`config.mk`:
```
export PLATFORM = sky130hd
export DESIGN_NAME = pc_redirect_controller
export DESIGN_NICKNAME = d
export VERILOG_FILES = /design/src/rtl/pc_redirect_controller_pkg.sv /design/src/rtl/pc_redirect_controller_target_calc.sv /design/src/rtl/pc_redirect_controller.sv
export SDC_FILE = /design/constraint.sdc
export NUM_CORES = 1
export LEC_CHECK = 0
export CAP_MARGIN = 20
export CORE_MARGIN = 1.5
export CORE_UTILIZATION = 56
export CTS_BUF_LIST = sky130_fd_sc_hd__clkbuf_16
export DETAILED_ROUTE_END_ITERATION = 7
export MAX_ROUTING_LAYER = met4
export PLACE_DENSITY = 0.95
export SKIP_LAST_GASP = 1
export SYNTH_ARGS = -nofsm -noshare
export SYNTH_HDL_FRONTEND = slang
export SYNTH_SLANG_ARGS = --single-unit
```
`constraint.sdc`:
```
create_clock -name Clk -period 5.4 [get_ports Clk]
set_clock_uncertainty 0.2 [all_clocks]
set_input_delay 1.62 -clock Clk [delete_from_list [all_inputs] [get_ports Clk]]
set_output_delay 1.62 -clock Clk [all_outputs]
set_load 0.01 [all_outputs]
```
`src/rtl/pc_redirect_controller_pkg.sv`:
```
// Shared definitions for the PC redirect controller: FSM state codes, redirect
// source codes and the default reset PC.
package pc_redirect_controller_pkg;

    localparam logic [1:0] ST_RUN   = 2'd0;
    localparam logic [1:0] ST_PEND  = 2'd1;
    localparam logic [1:0] ST_FLUSH = 2'd2;

    localparam logic [1:0] SRC_SEQ = 2'd0;
    localparam logic [1:0] SRC_BR  = 2'd1;
    localparam logic [1:0] SRC_JR  = 2'd2;
    localparam logic [1:0] SRC_J   = 2'd3;

    localparam logic [31:0] DEFAULT_RESET_PC = 32'h0000_0000;

    typedef struct packed {
        logic [31:0] target;
        logic [1:0]  src;
        logic        misalign;
    } redirect_t;

endpackage

```
`src/rtl/pc_redirect_controller_target_calc.sv`:
```
// Combinational redirect target formation: branch (sign-extended word offset),
// jump (region concat) and jr (forced word alignment with misalign flag).
module pc_redirect_controller_target_calc (
    input  logic [3:0]  pc_hi_i,
    input  logic [31:0] branch_pc_plus4_i,
    input  logic [15:0] branch_offset_i,
    input  logic [25:0] jump_index_i,
    input  logic [31:0] jr_target_i,
    output logic [31:0] branch_target_o,
    output logic [31:0] jump_target_o,
    output logic [31:0] jr_target_o,
    output logic        jr_misaligned_o
);

    logic [31:0] branch_disp;

    assign branch_disp     = {{14{branch_offset_i[15]}}, branch_offset_i, 2'b00};
    assign branch_target_o = branch_pc_plus4_i + branch_disp;
    assign jump_target_o   = {pc_hi_i, jump_index_i, 2'b00};
    assign jr_target_o     = {jr_target_i[31:2], 2'b00};
    assign jr_misaligned_o = |jr_target_i[1:0];

endmodule

```
`src/rtl/pc_redirect_controller.sv`:
```
// Program counter owner: arbitrates branch/jr/jump redirects, defers them under
// stall, and generates the registered IF/ID flush window.
module pc_redirect_controller
    import pc_redirect_controller_pkg::*;
#(
    parameter logic [31:0] RESET_PC     = DEFAULT_RESET_PC,
    parameter int unsigned FLUSH_CYCLES = 1
) (
    input  logic        Clk,
    input  logic        Reset,
    input  logic        Stall,
    input  logic        BranchReq,
    input  logic        BranchTaken,
    input  logic [31:0] BranchPCPlus4,
    input  logic [15:0] BranchOffset,
    input  logic        JumpReq,
    input  logic [25:0] JumpIndex,
    input  logic        JrReq,
    input  logic [31:0] JrTarget,
    output logic [31:0] PC,
    output logic [31:0] PCPlus4,
    output logic        Flush,
    output logic        Redirect,
    output logic        AlignErr
);

    localparam logic [2:0] CNT_INIT = 3'(FLUSH_CYCLES - 1);

    logic [31:0] pc_q, pc_d;
    logic        flush_q, flush_d;
    logic        redir_q, redir_d;
    logic        align_q, align_d;
    logic [1:0]  state_q, state_d;
    logic [2:0]  cnt_q, cnt_d;
    redirect_t   pend_q, pend_d;

    logic [31:0] br_target, j_target, jr_target;
    logic        jr_mis;
    logic        br_taken;
    redirect_t   req;
    redirect_t   apply;

    pc_redirect_controller_target_calc u_target_calc (
        .pc_hi_i          (PCPlus4[31:28]),
        .branch_pc_plus4_i(BranchPCPlus4),
        .branch_offset_i  (BranchOffset),
        .jump_index_i     (JumpIndex),
        .jr_target_i      (JrTarget),
        .branch_target_o  (br_target),
        .jump_target_o    (j_target),
        .jr_target_o      (jr_target),
        .jr_misaligned_o  (jr_mis)
    );

    assign PC       = pc_q;
    assign PCPlus4  = pc_q + 32'd4;
    assign Flush    = flush_q;
    assign Redirect = redir_q;
    assign AlignErr = align_q;
    assign br_taken = BranchReq & BranchTaken;

    always_comb begin
        req = '{target: PCPlus4, src: SRC_SEQ, misalign: 1'b0};
        if (br_taken) begin
            req = '{target: br_target, src: SRC_BR, misalign: 1'b0};
        end else if (JrReq) begin
            req = '{target: jr_target, src: SRC_JR, misalign: jr_mis};
        end else if (JumpReq) begin
            req = '{target: j_target, src: SRC_J, misalign: 1'b0};
        end
    end

    always_comb begin
        pc_d    = pc_q;
        flush_d = flush_q;
        redir_d = 1'b0;
        align_d = 1'b0;
        state_d = state_q;
        cnt_d   = cnt_q;
        pend_d  = pend_q;
        apply   = req;

        case (state_q)
            ST_RUN: begin
                if (req.src != SRC_SEQ) begin
                    if (Stall) begin
                        pend_d  = req;
                        state_d = ST_PEND;
                    end else begin
                        pc_d    = req.target;
                        redir_d = 1'b1;
                        align_d = req.misalign;
                        flush_d = 1'b1;
                        cnt_d   = CNT_INIT;
                        state_d = ST_FLUSH;
                    end
                end else if (!Stall) begin
                    pc_d = PCPlus4;
                end
            end
            ST_PEND: begin
                // A taken branch is older than the latched jump/jr, so it supersedes it.
                apply = pend_q;
                if (br_taken && pend_q.src != SRC_BR) begin
                    apply = req;
                end
                if (Stall) begin
                    pend_d = apply;
                end else begin
                    pc_d    = apply.target;
                    redir_d = 1'b1;
                    align_d = apply.misalign;
                    flush_d = 1'b1;
                    cnt_d   = CNT_INIT;
                    pend_d  = '{target: '0, src: SRC_SEQ, misalign: 1'b0};
                    state_d = ST_FLUSH;
                end
            end
            ST_FLUSH: begin
                if (!Stall) begin
                    pc_d = PCPlus4;
                end
                if (cnt_q == 3'd0) begin
                    flush_d = 1'b0;
                    state_d = ST_RUN;
                end else begin
                    cnt_d = cnt_q - 3'd1;
                end
            end
            default: begin
                flush_d = 1'b0;
                state_d = ST_RUN;
            end
        endcase
    end

    always_ff @(posedge Clk) begin
        if (Reset) begin
            pc_q    <= RESET_PC;
            flush_q <= 1'b0;
            redir_q <= 1'b0;
            align_q <= 1'b0;
            state_q <= ST_RUN;
            cnt_q   <= '0;
            pend_q  <= '{target: '0, src: SRC_SEQ, misalign: 1'b0};
        end else begin
            pc_q    <= pc_d;
            flush_q <= flush_d;
            redir_q <= redir_d;
            align_q <= align_d;
            state_q <= state_d;
            cnt_q   <= cnt_d;
            pend_q  <= pend_d;
        end
    end

endmodule

```
==> results.py <==
metrics = {
    "outcome": {
        "status": "finished with violations",
        "violations": "design-rule violations",
    },
    "clock_tree": {
        "cts_setup_buffers": 0,
        "cts_tree": "yes",
        "root_buffer": "clkbuf_16",
        "cts.hold.buffers_added": 0,
        "cts_buffer_depth": 2,
        "clk_pin_slew_worst_paths_ps": 60,
        "cts_resized": 0,
        "cts_buffers": 9,
        "clk_latency_ps": 350,
        "h-tree-depth": 3,
        "cts_sinks": 75,
    },
    "synthesis": {
        "synth_cell_types": 81,
        "syn_nets": 1235,
        "synth_most_common_cell": "o21ai_0",
        "synthCells": 1085,
        "synth_top_cell_area_share_pct": 19.4,
        "synth_common_cells": "105 x o21ai_0, 104 x nor2_1, 102 x nand2_1",
        "yosysWarnings": 0,
        "syn_avg_cell_area_um2": 7.13,
        "yosysTopAreaCell": "dfxtp_1",
        "syn-cell-area_um2": 7740,
        "ys_dominant_reg_cell": "dfxtp_1",
        "synth_seq_cells": 75,
        "synth_top_cells_by_area": "dfxtp_1 19%, o21ai_0 6.8%, a21oi_1 6.3%",
        "ys_async_sr_fraction_pct": 0,
        "seq_area_frac_synth_pct": 19.4,
        "synth_edf_count": 0,
    },
    "drt": {
        "routed_wl_um": 31300,
        "dr.first_iter.drc_count": 2091,
        "ant_nets": 0,
        "routedWlPerCell_um": 22.2,
        "vias": 9909,
        "viasPerCell": 7.03,
        "drcViolationCount": 1,
        "dr.pass1.iters": 8,
    },
    "floorplanning": {
        "die_h_um": 121,
        "die_x_um": 121,
        "num_rows": 42,
        "core_area_um2": 13300,
        "ios": 180,
        "die_area_um2": 14500,
        "start_util_pct": 58.0,
    },
    "power": {
        "power_density_nw_per_um2": 253,
        "ir_drop_mv": 0.175,
        "power.leakage_nw": 3.81,
    },
    "grt": {
        "grt_pass1_wl_um": 47900,
        "grt_max_degree": 53,
        "grtUsageTotal_pct": 42.8,
        "grt_pass1_vias": 9093,
        "grt_overflow": 0,
        "antenna_found_initial": 0,
    },
    "timing": {
        "fmax_mhz": 204,
        "worstMarginPinSlew_ps": 1010,
        "grt_setup_unrepaired": "false",
        "finalWorstSetupSlack_ps": 486,
        "period_share_pct": 91.0,
        "relSlewSlack_pct": 32.7,
        "drv_slew": 0,
        "hold_viol": 0,
        "setup_viol": 0,
        "setup_tns_ps": 0,
        "fin_crit_ps": 4910,
    },
    "finish": {
        "fill_cells": 1047,
        "multi_input_area_um2": 5790,
        "antenna_cells": 0,
        "layout-drive-gt1-share_pct": 6.33,
        "syn_to_final_growth_pct": 29.0,
        "seqCellArea_um2": 1500,
        "nNetsFinal": 1378,
        "final_area_um2": 9980,
    },
    "place": {
        "place_congestion": 1.06,
        "port_buffers": 179,
        "place_ws_ps": 528,
        "place_hpwl_um": 22400,
        "placedInstanceArea_um2": 9670,
    },
    "worst_setup_path": {
        "worst_ep_required_time_ps": 3580,
        "path_buf_inv": 1,
        "rrSetupSlack_ps": 1860,
        "cp_max_fo": 9,
        "start_kind": "flop",
        "worstSetupPathType": "flop to output pin",
        "slowest_delay_ps": 550,
        "timing.rr.start": "state_q[1]$_SDFFE_PP0P_",
        "reg2reg_to": "pend_q[34]$_SDFFE_PP0P_",
        "endpoint_kind": "output pin",
        "cp_top_family": "simple AND/OR/NAND/NOR gates",
        "rr_worst_depth": 10,
        "crit_chain": "and3_1, nand2_1, or3_1, nor2_1, xor2_1, clkdlybuf4s50_1",
        "worstPathArrival_ps": 3090,
        "slowest_stage": "clkdlybuf4s50_1",
    },
    "job": {
        "max_cap_viol_count": 0,
    },
    "hold_path": {
        "hold_start": "pend_q[22]$_SDFFE_PP0P_",
        "whs_path_depth": 2,
        "min_path_type": "flop to flop",
        "min_to": "pend_q[22]$_SDFFE_PP0P_",
    },
}
## report_power, final
group          switching [mW]  internal, mW
Combinational           0.641         0.501
Sequential              0.105         0.623
Clock                   0.257         0.400
## cell usage in the layout (no fill, tap or decap), drive strengths merged, types with 26 or more instances in the layout
master	n
clkdlybuf4s50	179
o21ai	114
nor2	104
nand2	102
a21oi	98
dfxtp	75
xnor2	41
ha	36
buf	35
xor2	34
nor3	34
nand3	28
inv	27
a221oi	26
## registers in the layout, indices dropped and copies added, names as in the netlist
| signal | cells |
|---|---|
| cnt_q | 3 |
| PC | 32 |
| Flush | 1 |
| Redirect | 1 |
| AlignErr | 1 |
| pend_q | 35 |
| state_q | 2 |
## per-layer routing
layer / up-vias / global-route usage [%] / routed length, um
met2: 995 / 63.4 / 13400
met4: 0 / 22.0 / 1700
met5: - / - / 0
met1: 4339 / 53.3 / 11200
li1: 4353 / - / -
met3: 222 / 11.9 / 4980
## worst max-delay path by stage
stage                       startpoint                      end  slack (ps)  cells past startpoint
floorplan             BranchPCPlus4[2]  pend_q[31]$_SDFFE_PP0P_        1300                     10
global placement      BranchOffset[15]      PC[30]$_SDFFE_PP0P_         570                     10
detailed placement    BranchOffset[15]      PC[30]$_SDFFE_PP0P_         530                     10
CTS                 PC[6]$_SDFFE_PP0P_              PCPlus4[27]         570                      6
global route        PC[6]$_SDFFE_PP0P_              PCPlus4[27]         420                      6
finish              PC[7]$_SDFFE_PP0P_              PCPlus4[27]         490                      6
## through the flow
step           hold WS (ps)  power (mW)  std cells  utilization, %
2_1_floorplan           232        1.35       1085               -
3_3_place_gp            242        1.79       1393            72.5
3_5_place_dp            249        1.82       1393            72.5
4_1_cts                 256        2.46       1409            74.8
5_1_grt                 290        2.60       1409            74.8
6_report                257        2.53       1409            74.8
## cell families (layout without fill, tap and decap cells)
kind of cell	count (synthesis)	after routing	synth area share, %
compound gates	419	419	35.6
flops	75	75	19.4
buf+inv	109	257	5.77
xor+xnor	75	75	8.59
mux	22	22	2.89
simple gates	348	348	21.7
fa+ha+maj	37	37	6.08
## worst min-delay path, stage by stage, from the launching register on
cell	delay [ps]
dfxtp_1	310
nand2_1	50
a21oi_1	50
## final cells by class
type	instances	share of cell area (%)
inverters	27	1.02
clock inverters	7	0.840
clock buffers	9	2.26
flip-flops and latches	75	15.0
repair buffers	214	20.6
well taps	176	2.21
multi-input cells	901	58.1
No activity file was read; power rests on OpenSTA's default activity.
